[src/rtl/eot_release_pkg.sv]
// Shared types and the count-step helper for the release-after-EOT transmitter.
package eot_release_pkg;

  typedef enum logic {
    PASS    = 1'b0,
    RELEASE = 1'b1
  } state_t;

  // Default-width view of a din beat; the top uses W_DIN for its own slicing.
  localparam int unsigned DIN_W = 16;

  typedef struct packed {
    logic             eot;
    logic [DIN_W-2:0] data;
  } din_t;

  // cnt + 1, either wrapping (caller truncates) or clamped at max_val.
  function automatic logic [31:0] cnt_step(input logic [31:0] cnt,
                                           input logic [31:0] max_val,
                                           input logic        sat);
    if (sat && (cnt >= max_val)) return max_val;
    return cnt + 32'd1;
  endfunction

endpackage

[src/rtl/eot_release_gen_beat_counter.sv]
// Beat counter with clear/increment and a look-ahead cnt+1 output.
// EOT_RELEASE_CNT_SAT_EN selects saturating instead of wrapping arithmetic.
module beat_counter
  import eot_release_pkg::*;
#(
  parameter int W_CNT = 8
) (
  input  logic             clk,
  input  logic             rst,
  input  logic             clr_i,
  input  logic             inc_i,
  output logic [W_CNT-1:0] cnt_o,
  output logic [W_CNT-1:0] nxt_o
);

`ifdef EOT_RELEASE_CNT_SAT_EN
  localparam logic SAT = 1'b1;
`else
  localparam logic SAT = 1'b0;
`endif

  localparam logic [W_CNT-1:0] CNT_MAX = {W_CNT{1'b1}};

  logic [W_CNT-1:0] cnt_q, cnt_d;

  assign nxt_o = W_CNT'(cnt_step(32'(cnt_q), 32'(CNT_MAX), SAT));
  assign cnt_o = cnt_q;

  // Clear wins: the EOT beat loads rel_q from nxt_o and restarts at zero.
  always_comb begin
    cnt_d = cnt_q;
    if (clr_i)      cnt_d = '0;
    else if (inc_i) cnt_d = nxt_o;
  end

  always_ff @(posedge clk or negedge rst) begin
    if (!rst) cnt_q <= '0;
    else      cnt_q <= cnt_d;
  end

endmodule

[src/rtl/eot_release_gen.sv]
// Forwards an EOT-terminated stream unchanged, then issues one release token
// carrying the beat count. Build with EOT_RELEASE_CNT_SAT_EN for saturating counts.
module eot_release_gen
  import eot_release_pkg::*;
#(
  parameter int W_DIN = 16,
  parameter int W_CNT = 8
) (
  input  logic             clk,
  input  logic             rst,
  input  logic             din_valid_i,
  input  logic [W_DIN-1:0] din_data_i,
  output logic             din_ready_o,
  output logic             dout_valid_o,
  output logic [W_DIN-1:0] dout_data_o,
  input  logic             dout_ready_i,
  output logic             rel_valid_o,
  output logic [W_CNT-1:0] rel_data_o,
  input  logic             rel_ready_i
);

  state_t           state_q, state_d;
  logic [W_CNT-1:0] rel_q, rel_d;
  logic [W_CNT-1:0] cnt, cnt_nxt;
  logic             eot, beat_hs;

  assign eot     = din_data_i[W_DIN-1];
  assign beat_hs = (state_q == PASS) && din_valid_i && dout_ready_i;

  beat_counter #(.W_CNT(W_CNT)) u_cnt (
    .clk   (clk),
    .rst   (rst),
    .clr_i (beat_hs && eot),
    .inc_i (beat_hs && !eot),
    .cnt_o (cnt),
    .nxt_o (cnt_nxt)
  );

  always_ff @(posedge clk or negedge rst) begin
    if (!rst) begin
      state_q <= PASS;
      rel_q   <= '0;
    end else begin
      state_q <= state_d;
      rel_q   <= rel_d;
    end
  end

  always_comb begin
    state_d = state_q;
    rel_d   = rel_q;
    case (state_q)
      PASS: begin
        if (beat_hs && eot) begin
          state_d = RELEASE;
          rel_d   = cnt_nxt;
        end
      end
      RELEASE: if (rel_ready_i) state_d = PASS;
      default: state_d = PASS;
    endcase
  end

  // rel_valid comes straight off the state register, so it never sees rel_ready.
  always_comb begin
    din_ready_o  = 1'b0;
    dout_valid_o = 1'b0;
    rel_valid_o  = 1'b0;
    case (state_q)
      PASS: begin
        din_ready_o  = dout_ready_i;
        dout_valid_o = din_valid_i;
      end
      RELEASE: rel_valid_o = 1'b1;
      default: ;
    endcase
  end

  assign dout_data_o = din_data_i;
  assign rel_data_o  = rel_q;

  logic unused_cnt;
  assign unused_cnt = ^cnt;

endmodule

[config.mk]
export PLATFORM = sky130hd
export DESIGN_NAME = eot_release_gen
export DESIGN_NICKNAME = d
export VERILOG_FILES = /design/src/rtl/eot_release_pkg.sv /design/src/rtl/eot_release_gen_beat_counter.sv /design/src/rtl/eot_release_gen.sv
export SDC_FILE = /design/constraint.sdc
export NUM_CORES = 1
export LEC_CHECK = 0
export BUFFER_PORTS_ARGS = -buffer_cell sky130_fd_sc_hd__buf_2
export CAP_MARGIN = 10
export CORE_MARGIN = 2
export CORE_UTILIZATION = 40
export CTS_CLUSTER_DIAMETER = 80
export DETAILED_ROUTE_END_ITERATION = 7
export PLACE_DENSITY = 0.86
export RECOVER_POWER = 25
export SLEW_MARGIN = 15
export SYNTH_ARGS = -nofsm -noshare
export SYNTH_HDL_FRONTEND = slang
export SYNTH_SLANG_ARGS = --single-unit
[constraint.sdc]
create_clock -name clk -period 1.5 [get_ports clk]
set_input_delay 0.225 -clock clk [delete_from_list [all_inputs] [get_ports clk]]
set_output_delay 0.225 -clock clk [all_outputs]
set_load 0.02 [all_outputs]
==> metrics.log <==
[metrics] proportion of layout cells with a drive suffix above 1: 0.248
[metrics] Net count, final: 136
[metrics] Top Usage Layer GRT: met2
[metrics] I/O pins: 48
[metrics] crit share post-route: 0.934
[metrics] total length of routed wires: approximately 1.8 mm
[metrics] sequential cell area fraction in the yosys report: 0.430
[metrics] Antenna diodes: 0
[metrics] launch point of the worst path: state_q
[metrics] H-tree lvl count: 1
[metrics] data required time at the worst endpoint: between 1.5 and 2 ns
[metrics] post-route ant nets: 0
[metrics] met3 Usage GRT: 0.0250
[metrics] per-instance average area after synthesis: 9.41 um^2
[metrics] max cap viols: 0
[metrics] final clock skew: around 0.0011 ns
[metrics] smallest setup slack after layout: approximately 0.1 ns
[metrics] via count of the first global-routing pass: between 600 and 700
[metrics] insertion delay to the later sink of the worst-skew pair: about 0.28 ns
[metrics] Yosys cell types: 24
[metrics] reported leakage power: 0.462 nW
[metrics] DRC violations left: 0
[metrics] number of endpoints failing setup at the final stage: 0
[metrics] YS warnings: 0
[metrics] Global Route met2 Usage: 0.228
[metrics] detailed placement HPWL: between 1 and 1.5 mm
[metrics] Setup CP Type: reg -> reg
[metrics] Setup TNS Final: 0 ns
[metrics] worst slew margin relative to its limit: 0.740
[metrics] routability congestion estimate from global placement: ~0.84
[metrics] Core ar.: ~0.0024 mm^2
[metrics] post-synth net total: around 130
[metrics] Slew @ Worst Pin: between 0.3 and 0.4 ns
[metrics] number of clock sinks: 17
[metrics] Total Power: 0.00117 W
[metrics] row count: 18
[metrics] pre-CTS setup slack: ~0.11 ns
[metrics] Max Root-Sink Buffers: 2
[metrics] Min Hold Slack: approximately 0.11 ns
[metrics] leading cell type in the layout, fill and taps excluded: sky130_fd_sc_hd__buf_2
[metrics] die outline height: between 50 and 60 um
[metrics] total power divided by cell area: around 1100 mW/mm^2
[metrics] clock tree from TritonCTS: built
[metrics] largest net degree at the start of global routing: 18
[metrics] Critical Path Start Type: flip-flop
[metrics] critical register-to-register path startpoint: state_q
[metrics] clock period minus final worst setup slack: 1.40 ns
[metrics] GR Overflow Total: 0
[metrics] total count of max-transition violations in the final report: 0
[metrics] global routing usage on met1: 0.190
[metrics] unrepaired setup endpoints after global routing: false
[metrics] count of port buffers added during placement: 17
[metrics] worst hold path class: in -> reg
[metrics] outcome: completed
[metrics] worst min-delay path startpoint: rel_ready_i
[metrics] highest-count cells in the layout ignoring fill and taps: 17 x sky130_fd_sc_hd__buf_2, 16 x sky130_fd_sc_hd__dfrtp_1, 15 x sky130_fd_sc_hd__o21ai_0
[metrics] via density per instance: 5.25
[metrics] clock transition at the registers of the reported paths: about 0.10 ns
[metrics] CP Data Arrival Time: 1.63 ns
[metrics] gate count of the mapped netlist: approximately 110
[metrics] Num CTS Buffers: 3
[metrics] Peak VDD IR: a little under 800 uV
[metrics] reg2reg path depth: 3
[metrics] Pre-antenna DRT Iters: 4
[metrics] hold-critical path depth: 2
[metrics] routed vias: between 700 and 800
[metrics] Area Overhead vs Synth: 5.82%
[metrics] initial core utilization: 0.410
[metrics] Hold Vio Cnt, Final: 0
[metrics] wire length per cell after detailed routing: roughly 13 um
[metrics] width of the die: approximately 54 um
[metrics] Mapped Area: roughly 1000 um^2
[metrics] Detailed Route Iter0 Violations: 22
[metrics] die area: a little under 0.003 mm^2
[metrics] number of antenna violations at the first check in global routing: 0
[metrics] global-route total usage across every layer: 0.146
[metrics] CTS root buf: sky130_fd_sc_hd__clkbuf_4
[metrics] Achievable Freq: between 0.7 and 0.8 GHz
[metrics] kind of end point of the critical path: flip-flop
[metrics] Worst Path Max Fanout: 8
[metrics] flip-flop and latch count after synthesis: 17
[metrics] global-route wire length before repair: between 3 and 4 mm
## final timing paths
path | end | slack, ns
min in group asynchronous | u_cnt.cnt_o[1] | 0.38
min | state_q | 0.11
max in group asynchronous | u_cnt.cnt_o[0] | 0.82
max reg2reg | u_cnt.cnt_o[6] | 0.1
min reg2reg | rel_data_o[3] | 0.48
max | u_cnt.cnt_o[6] | 0.1
## cell families after synthesis
logic type / synth area share
DFF: 0.430
adders and majority gates: 0.0127
and+or+nand+nor: 0.256
AOI/OAI and AO/OA: 0.138
buffers and inverters: 0.146
xor gates and xnor gates: 0.0177
## routing by layer
layer / vias up / wire length [um]
li1: 370 / -
met1: 347 / 834
met2: 28 / 869
met3: 6 / 125
met4: 0 / 17
met5: - / 0
## area by class of cell
class                           instances  area (um^2)
Fill cell                             238         1360
Inverter                                1         3.75
Tap cell                               30         37.5
Timing Repair Buffer                   23          133
Sequential cell                        17          427
Multi-Input combinational cell         68          419
Clock buffer                            4         26.3
## state kept, by name, summed over array words and instances, names as in the netlist
register and cells:
u_cnt.cnt_o 8, rel_data_o 8, state_q 1
## metrics by stage
| stage | cell area (um^2) | utilization | cells |
|---|---|---|---|
| 2_1_floorplan | 988 | - | 105 |
| 3_5_place_dp | 1010 | 0.418 | 138 |
| 3_3_place_gp | 1010 | 0.418 | 138 |
| 4_1_cts | 1040 | 0.434 | 143 |
| 6_report | 1050 | 0.434 | 143 |
| 5_1_grt | 1050 | 0.434 | 143 |
## what timing repair did
action | in CTS | in global routing
setup endpoints to repair | 0 | 1
buffers inserted | 0 | 0
hold buffers | 1 | 0
gates resized for setup | 0 | 1
endpoints found under the hold margin | 17 | 0
## Yosys cell counts
cell / count / area [um^2]
sky130_fd_sc_hd__inv_1: 1 / 3.75
sky130_fd_sc_hd__nor2b_1: 5 / 31.3
sky130_fd_sc_hd__nand4b_4: 1 / 23.8
sky130_fd_sc_hd__nand4bb_4: 1 / 27.5
sky130_fd_sc_hd__dfrtp_1: 17 / 425
sky130_fd_sc_hd__o211ai_1: 2 / 15.0
sky130_fd_sc_hd__buf_6: 1 / 11.3
sky130_fd_sc_hd__nand3b_1: 1 / 7.51
sky130_fd_sc_hd__nor2_1: 4 / 15.0
sky130_fd_sc_hd__nand3_1: 5 / 25.0
sky130_fd_sc_hd__clkbuf_1: 1 / 3.75
sky130_fd_sc_hd__xor2_1: 2 / 17.5
sky130_fd_sc_hd__ha_1: 1 / 12.5
sky130_fd_sc_hd__buf_4: 16 / 120
sky130_fd_sc_hd__nand4_1: 1 / 6.26
sky130_fd_sc_hd__or4_1: 3 / 22.5
sky130_fd_sc_hd__o31ai_1: 2 / 15.0
sky130_fd_sc_hd__o21ai_0: 15 / 75.1
sky130_fd_sc_hd__clkbuf_2: 1 / 5.00
sky130_fd_sc_hd__or3_1: 2 / 12.5
sky130_fd_sc_hd__and4b_1: 1 / 10.0
sky130_fd_sc_hd__a31oi_1: 5 / 31.3
sky130_fd_sc_hd__nand2_1: 14 / 52.6
sky130_fd_sc_hd__nand2b_1: 3 / 18.8
## power by group
part	leakage [nW]	switching [W]	internal (W)
registers	0.207	0.0000700	0.000542
logic	0.240	0.000193	0.000124
clock network	0.0150	0.000141	0.000103
## worst max-delay path: stages, from the launching register on
cell                        delay (ns)
sky130_fd_sc_hd__dfrtp_1          0.45
sky130_fd_sc_hd__nand4bb_4        0.27
sky130_fd_sc_hd__or4_1            0.53
sky130_fd_sc_hd__nand3_1          0.09
No activity file was read; power rests on OpenSTA's default activity.
